==> src/rtl/mbist_test_sequencer.sv <==
// MBIST host-side sequencer: walks an algorithm mask, re-arms the BRAM shell before
// each algorithm, runs it under a watchdog and collects per-algorithm fail/timeout maps.
module mbist_test_sequencer #(
   parameter int ALGNUM  = 3,
   parameter int RST_CYC = 4,
   parameter int TIMEOUT = 65536,
   parameter int CW      = 17
) (
   input  logic              bist_clk,
   input  logic              rst_l,
   input  logic              start,
   input  logic              abort,
   input  logic [ALGNUM:0]   alg_mask,
   input  logic              bist_fail,
   input  logic              bist_done,
   output logic              bist_rst_l,
   output logic              test_h,
   output logic [ALGNUM:0]   alg_sel,
   output logic              busy,
   output logic              seq_done,
   output logic              pass,
   output logic [ALGNUM:0]   fail_map,
   output logic [ALGNUM:0]   tmo_map,
   output logic              aborted
);

   localparam int IW = $clog2(ALGNUM + 2);
   localparam logic [IW-1:0]   IDX_END  = IW'(ALGNUM + 1);
   localparam logic [CW-1:0]   ARM_LAST = CW'(RST_CYC - 1);
   localparam logic [CW-1:0]   TMO_LAST = CW'(TIMEOUT - 1);
   localparam logic [ALGNUM:0] ONE      = (ALGNUM + 1)'(1);

   typedef enum logic [2:0] {IDLE, SCAN, ARM, RUN, GAP, FINISH} state_t;

   state_t          state, state_nx;
   logic [IW-1:0]   idx, idx_nx;
   logic [CW-1:0]   cnt, cnt_nx;
   logic [ALGNUM:0] mask, mask_nx;
   logic [ALGNUM:0] fail_nx, tmo_nx;
   logic            pass_nx, aborted_nx;
   logic [ALGNUM:0] mask_sh, onehot;

   // idx reaches ALGNUM+1 in SCAN, so select bits by shifting rather than indexing
   assign mask_sh = mask >> idx;
   assign onehot  = ONE << idx;

   always_comb begin
      state_nx   = state;
      idx_nx     = idx;
      cnt_nx     = cnt;
      mask_nx    = mask;
      fail_nx    = fail_map;
      tmo_nx     = tmo_map;
      pass_nx    = pass;
      aborted_nx = aborted;
      if (state != IDLE && abort) begin
         state_nx   = IDLE;
         aborted_nx = 1'b1;
         pass_nx    = 1'b0;
         cnt_nx     = '0;
      end else begin
         case (state)
            IDLE: begin
               if (start) begin
                  mask_nx    = alg_mask;
                  fail_nx    = '0;
                  tmo_nx     = '0;
                  pass_nx    = 1'b0;
                  aborted_nx = 1'b0;
                  idx_nx     = '0;
                  cnt_nx     = '0;
                  state_nx   = SCAN;
               end
            end
            SCAN: begin
               if (idx == IDX_END) begin
                  state_nx = FINISH;
                  pass_nx  = ~|fail_map;
               end else if (mask_sh[0]) begin
                  state_nx = ARM;
                  cnt_nx   = '0;
               end else begin
                  idx_nx = idx + 1'b1;
               end
            end
            ARM: begin
               if (cnt == ARM_LAST) begin
                  state_nx = RUN;
                  cnt_nx   = '0;
               end else begin
                  cnt_nx = cnt + 1'b1;
               end
            end
            RUN: begin
               cnt_nx = cnt + 1'b1;
               // a done arriving on the last watchdog cycle still counts as a normal finish
               if (bist_done) begin
                  fail_nx  = bist_fail ? (fail_map | onehot) : fail_map;
                  state_nx = GAP;
               end else if (cnt == TMO_LAST) begin
                  fail_nx  = fail_map | onehot;
                  tmo_nx   = tmo_map | onehot;
                  state_nx = GAP;
               end
            end
            GAP: begin
               idx_nx   = idx + 1'b1;
               state_nx = SCAN;
            end
            FINISH:  state_nx = IDLE;
            default: state_nx = IDLE;
         endcase
      end
   end

   // Outputs are registered from the next state so they line up with the state register
   always_ff @(posedge bist_clk or negedge rst_l) begin
      if (!rst_l) begin
         state      <= IDLE;
         idx        <= '0;
         cnt        <= '0;
         mask       <= '0;
         fail_map   <= '0;
         tmo_map    <= '0;
         pass       <= 1'b0;
         aborted    <= 1'b0;
         bist_rst_l <= 1'b0;
         test_h     <= 1'b0;
         alg_sel    <= '0;
         busy       <= 1'b0;
         seq_done   <= 1'b0;
      end else begin
         state      <= state_nx;
         idx        <= idx_nx;
         cnt        <= cnt_nx;
         mask       <= mask_nx;
         fail_map   <= fail_nx;
         tmo_map    <= tmo_nx;
         pass       <= pass_nx;
         aborted    <= aborted_nx;
         bist_rst_l <= (state_nx != ARM);
         test_h     <= (state_nx == RUN);
         alg_sel    <= (state_nx == RUN) ? onehot : '0;
         busy       <= (state_nx != IDLE);
         seq_done   <= (state_nx == FINISH);
      end
   end

endmodule

==> config.mk <==
export PLATFORM = sky130hd
export DESIGN_NAME = mbist_test_sequencer
export DESIGN_NICKNAME = d
export VERILOG_FILES = /design/src/rtl/mbist_test_sequencer.sv
export SDC_FILE = /design/constraint.sdc
export NUM_CORES = 1
export LEC_CHECK = 0
export ABC_AREA = 0
export CORE_MARGIN = 2
export CORE_UTILIZATION = 35
export CTS_CLUSTER_DIAMETER = 120
export CTS_CLUSTER_SIZE = 12
export DETAILED_ROUTE_END_ITERATION = 10
export PLACE_DENSITY = 0.59
export SLEW_MARGIN = 15
export SYNTH_ARGS = -nofsm -noshare
export SYNTH_HDL_FRONTEND = slang
export SYNTH_SLANG_ARGS = --single-unit
==> constraint.sdc <==
create_clock -name bist_clk -period 2.4 [get_ports bist_clk]
set_clock_uncertainty 0.05 [all_clocks]
set_input_delay 0.36 -clock bist_clk [delete_from_list [all_inputs] [get_ports bist_clk]]
set_output_delay 0.36 -clock bist_clk [all_outputs]
set_load 0.02 [all_outputs]
==> metrics, run 1 <==
global-route wire length before repair 9750 um; ratio of routed vias to standard cells 5.24; number of flops mapped to enable cells by yosys 0; compound-cell area share of the yosys netlist 0.167; share of synthesized cell area in full adder, half adder and majority cells 0.0394; pin count of the biggest net entering global routing 21; Die Outline Area 7770 um^2; Ys Warns 0; final setup violating endpoints 0; highest achievable clock rate 433 MHz; register area share after synthesis 0.454; number of detailed-routing iterations run before antenna repair 4; Detailed Route WL 6040 um; CP bufs+invs 0; Max Fanout on Critical Path 8; worst ir drop on vdd 0.493 mV; classification of the worst-slack hold path primary input to async pin; P_sw 1.17 mW; synth unique cells 55; Buffers on Ports 27; peak per-stage delay on the critical path 0.53 ns; number of CTS-inserted buffers 5; mean cell area of the mapped netlist 9.64 um^2; cell count of the worst reg-to-reg path 9; dominant cell type by count on the critical path ha_2; maximum clock insertion buffer count 2; endpoint required time on the critical path 2.54 ns; starting utilization of the core area 0.363; internal power consumption 1.74 mW; Vert. Die Dim 88.2 um; Clock Latency Late Sink 0.30 ns; kind of cell with the highest combined delay on the critical path simple AND/OR/NAND/NOR gates; synthesized instance count 257; via count 2129; floorplan row count 30; Final ANT Viol Nets 0; critical path capture point type flop; number of hold violations in the final report 0; Async S/R FF share, synth 1.00; period utilization 0.963; R2R setup slack 0.09 ns; mux share of post-synthesis cell area 0.0303; layout cell share with drive strength beyond 1 0.187; worst-margin pin slew 0.528 ns; number of antenna cells inserted 0; leftover overflow at the end of global routing 0; Post-synth top flop dfrtp_1; Comb power frac 0.454; CTS HTree Levels 2; GRT Util Overall 0.161; RR Startpoint cnt[1]; fraction of power consumed by sequential logic 0.355; power density over the cells 901 nW/um^2; Detail Route met3 WL 157 um; category of the worst setup path launch point flop; DRC violation count after routing 0; switching fraction of total power 0.402; WL met1 3060 um; routed length per instance 14.9 um; share of power burned in the clock network 0.191; Final Core Density 0.473; critical-path cell list ha_2, and3_4, nand2_2, nor4_2, ha_2, or4b_4, o22ai_4, a21oi_4, a2111oi_4; Total Negative Setup Slacks 0 ns; synthesized-area fraction occupied by and/or/nand/nor cells 0.251; max cap viols 0; clock tree root driver cell clkbuf_8; net count of the finished layout 327; detailed-routed wire length on met2 2750 um; Seq cells post-synth 45; layout overhead on the synthesized area 30.5%; end of the worst register-to-register path alg_sel[0]; standard cell core area 6830 um^2; Chip Width 88.2 um; TritonCTS clock tree built; Worst EP arrival 2.45 ns; I/O pin cnt 28; clock sink count 45; Final Max Tran Viols 0; vias in the first global route 2004; ranking of synthesized cells by area dfrtp_1 (45%), nand2_1 (3.8%), a221o_1 (3.6%); combinational family with the most area after synthesis simple AND/OR/NAND/NOR gates; Clock Pin Slew Worst Setup and Hold Paths 0.09 ns; detailed placement HPWL 4440 um; top cells by instance count after synthesis dfrtp_1 (45), nand2_1 (25), nor2_1 (24); Mapped Nets 274; run status finished clean; biggest area consumer among synthesized cells dfrtp_1; top-count cell post-synth dfrtp_1; placer congestion estimate 0.826; Static Leak 1.50 nW; slowest cell on the critical path or4b_4; share of the synthesized area in the top cell type 0.454; xor/xnor cell area share of the yosys netlist 0.00707; highest layer used for signal routing met4; final period demand of the worst path 2.31 ns; initial antenna violation count 0; setup repair after global routing missed its margin true; worst slew slack as a fraction of its limit 0.646; filler cell count 659; count of routing violations after the opening detailed-route iteration 120; cell area after synthesis 2480 um^2; startpoint of the worst setup timing path cnt[1]; critical path class flop to flop
## placed cells by master (no fill, tap or decap), types with 2 or more instances in the layout
cell             instances
nor3_1                  11
ha_1                     5
clkbuf_8                 5
mux2_2                   2
a22o_1                   3
a21oi_1                 15
nor2b_1                  2
inv_1                   15
a2111oi_4                3
and3_1                   9
a221o_1                  9
a211o_1                  5
dfrtp_1                 45
and4_1                   3
clkdlybuf4s50_1         26
o21ai_0                  4
nand4_1                  7
mux2i_1                  3
nor3b_1                  3
or3_1                    2
ha_2                     2
nor2_1                  24
mux2_1                   2
nor4_1                   6
buf_4                   31
nand3_1                  7
o311a_1                  2
nand2_1                 24
## power by group through the flow
stage | Combinational (mW) | Clock, mW | Sequential (mW)
6_report | 1.32 | 0.556 | 1.04
5_1_grt | 1.45 | 0.606 | 1.06
4_1_cts | 1.25 | 0.571 | 1.04
3_5_place_dp | 1.24 | 0 | 1.05
3_3_place_gp | 1.23 | 0 | 1.05
2_1_floorplan | 0.815 | 0 | 1.07
## kinds of logic after synthesis
| group | Yosys count |
|---|---|
| fa+ha+maj | 8 |
| buf+inv | 28 |
| mux | 7 |
| flops | 45 |
| simple gates | 113 |
| compound gates | 54 |
| xor+xnor | 2 |
## routing by layer
layer | up-vias | global-route usage
met2 | 31 | 0.247
li1 | 1056 | -
met3 | 6 | 0.0292
met5 | - | 0
met1 | 1036 | 0.233
met4 | 0 | 0.0455
## layout make-up
type                       instances  area [um^2]  area share
clock inverter                     2         35.0      0.0108
sequential                        45         1130       0.348
multi-input combinational        184         1320       0.408
tap                               96          120      0.0371
inverter                          15         56.3      0.0174
clock buffer                       5         68.8      0.0213
timing repair buffer              59          508       0.157
## how the worst max path moves through the flow
stage / endpoint / cells after the start
finish: alg_sel[0] / 9
CTS: alg_sel[2] / 9
global placement: alg_sel[2] / 9
global route: alg_sel[2] / 9
detailed placement: alg_sel[2] / 9
floorplan: alg_sel[1] / 9
## through the flow
step                power (mW)  cells  hold slack, ns  cell area, um^2  setup WS (ns)
floorplan                 1.88    257          0.0144             2510         0.0151
global placement          2.28    398           0.144             3050         0.0994
detailed placement        2.29    398           0.144             3050         0.0304
CTS                       2.85    406           0.351             3170        0.00696
global route              3.12    406           0.368             3230        -0.0107
finish                    2.92    406           0.353             3230         0.0887
## state kept, by name, indices dropped and copies added, names as in the netlist
register,cells
mask,4
pass,1
bist_rst_l,1
busy,1
fail_map,4
seq_done,1
state,3
idx,3
aborted,1
cnt,17
tmo_map,4
alg_sel,4
test_h,1
## repair_timing
item,4_1_cts,5_1_grt
endpoints found under the setup margin,0,13
buffers inserted,0,0
gates resized for setup,0,9
hold buffers,1,0
endpoints found under the hold margin,5,0
No activity file was read; power rests on OpenSTA's default activity.
==> run 2, diff against run 1 <==
- GPL_TIMING_DRIVEN: unset -> 0
==> metrics, run 2 (synthesis results as in run 1) <==
internal power consumption 1.81 mW (+3.6%); CTS HTree Levels 2 (unchanged); global-route wire length before repair 10200 um (+5.1%); ratio of routed vias to standard cells 5.37 (+2.5%); number of antenna cells inserted 0 (unchanged); floorplan row count 30 (unchanged); critical path class flop to flop; most frequent cells in the layout dfrtp_1 (40), clkdlybuf4s50_1 (25), nor2_1 (24), nand2_1 (24); critical path capture point type flop; total power after layout 3.03 mW (+3.8%); failing checks hold timing; number of detailed-routing iterations run before antenna repair 4 (unchanged); count of routing violations after the opening detailed-route iteration 166 (+38%); vias in the first global route 2021 (+0.85%); Final Max Tran Viols 0 (unchanged); endpoint required time on the critical path 2.54 ns (about the same); post-placement worst setup slack -0.388 ns (-0.419 ns); Chip Width 88.2 um (unchanged); highest achievable clock rate 432 MHz (-0.12%); routed length per instance 15.7 um (+5.9%); commonest non-fill, non-tap cell in the layout dfrtp_1; Worst EP arrival 2.46 ns (about the same); classification of the worst-slack hold path primary input to async pin; initial antenna violation count 0 (unchanged); number of hold violations in the final report 14 (+14); final setup violating endpoints 0 (unchanged); final worst setup slack 0.0860 ns (-0.00269 ns); category of the worst setup path launch point flop; starting utilization of the core area 0.363 (unchanged); net count of the finished layout 314 (-4.0%); detailed placement HPWL 4410 um (-0.55%); clock tree root driver cell clkbuf_8; via count 2117 (-0.56%); Clock Pin Slew Worst Setup and Hold Paths 0.09 ns (about the same); maximum clock insertion buffer count 2 (unchanged); setup repair after global routing missed its margin false; clock sink count 45 (unchanged); placer congestion estimate 0.865 (+4.7%); share of power burned in the clock network 0.192 (about the same); leftover overflow at the end of global routing 0 (unchanged); P_sw 1.22 mW (+4.0%); Clock Latency Late Sink 0.30 ns (about the same); fraction of power consumed by sequential logic 0.332 (-0.023); pin count of the biggest net entering global routing 24 (+14%); I/O pin cnt 28 (unchanged); run status complete, but fails checks; Comb power frac 0.477 (+0.023); switching fraction of total power 0.403 (+0.00102); layout overhead on the synthesized area 28.3%; worst slew slack as a fraction of its limit 0.547 (-0.0986); Vert. Die Dim 88.2 um (unchanged); standard cell core area 6830 um^2 (unchanged); period utilization 0.964 (+0.00112); worst-margin pin slew 0.678 ns (+0.150 ns); DRC violation count after routing 0 (unchanged); final hold slack -0.0134 ns (-0.367 ns); Buffers on Ports 26 (-3.7%); power density over the cells 951 nW/um^2 (+5.5%); Die Outline Area 7770 um^2 (unchanged); max FFs per register 17 (unchanged); GRT Util Overall 0.170 (+0.00911); final period demand of the worst path 2.31 ns (+0.00269 ns); TritonCTS clock tree built; layout cell share with drive strength beyond 1 0.164 (-0.0227); max cap viols 0 (unchanged); Final ANT Viol Nets 0 (unchanged); Max Fanout on Critical Path 7 (-1); Static Leak 1.45 nW (-3.5%); number of CTS-inserted buffers 5 (unchanged); worst ir drop on vdd 0.510 mV (+3.6%); Detailed Route WL 6200 um (+2.7%); register ranked first by flip-flop count cnt
[run 2: worst paths after layout]
check | from | end | slack (ns) | depth (start not counted)
max | cnt[1] | alg_sel[0] | 0.09 | 9
min | rst_l | cnt[5] | -0.01 | 1
max reg2reg | cnt[1] | alg_sel[0] | 0.09 | 9
min reg2reg | mask[0] | mask[0] | 0.43 | 2
max in group asynchronous | rst_l | fail_map[0] | 1.81 | 2
min in group bist_clk | mask[0] | mask[0] | 0.43 | 2
[run 2: worst max-delay path, stage by stage (launching register included)]
cell       delay (ns)
dfrtp_2          0.43
ha_4             0.16
and3_4           0.18
nand2_4          0.06
nor4_2           0.05
ha_2             0.19
or4b_1           0.48
o22ai_2          0.16
a21oi_4          0.10
a2111oi_4        0.34
[run 2: final cells by class]
| cell class | instances | area, um^2 |
|---|---|---|
| Sequential cell | 45 | 1130 |
| Tap cell | 96 | 120 |
| Timing Repair Buffer | 34 | 348 |
| Clock buffer | 6 | 72.6 |
| Clock inverter | 2 | 38.8 |
| Multi-Input combinational cell | 184 | 1350 |
| Buffer | 12 | 67.6 |
| Inverter | 15 | 56.3 |
| Fill cell | 683 | 3650 |
[run 2: per-stage QoR]
step | TNS [ns] | hold slack [ns] | util | std cells | area (um^2)
floorplan | 0 | 0.0144 | - | 257 | 2510
global placement | -17.17 | 0.409 | 0.423 | 379 | 2890
detailed placement | -2.04 | 0.336 | 0.426 | 380 | 2910
CTS | 0 | 0.00425 | 0.458 | 393 | 3130
global route | 0 | 0.0322 | 0.466 | 394 | 3180
finish | 0 | -0.0134 | 0.466 | 394 | 3180
[run 2: metal layers]
layer	vias to the layer above	part of all wire	global-route usage
met2	43	0.44	0.247
met3	9	0.039	0.0283
met4	0	0.020	0.0689
met5	-	0	0
met1	1039	0.50	0.250
li1	1026	-	-
[run 2: repair_timing]
action | in CTS | in global routing
buffers inserted | 6 | 1
hold buffers | 0 | 0
gates resized for setup | 10 | 7
pin swaps | 6 | 3
setup endpoints to repair | 9 | 11
[run 2: power by group through the flow]
| stage | clock, mW | sequential, mW | combinational [mW] |
|---|---|---|---|
| finish | 0.580 | 1.00 | 1.44 |
| global route | 0.628 | 1.02 | 1.58 |
| CTS | 0.604 | 1.00 | 1.40 |
| detailed placement | 0 | 1.02 | 1.27 |
| global placement | 0 | 1.02 | 1.25 |
| floorplan | 0 | 1.07 | 0.815 |
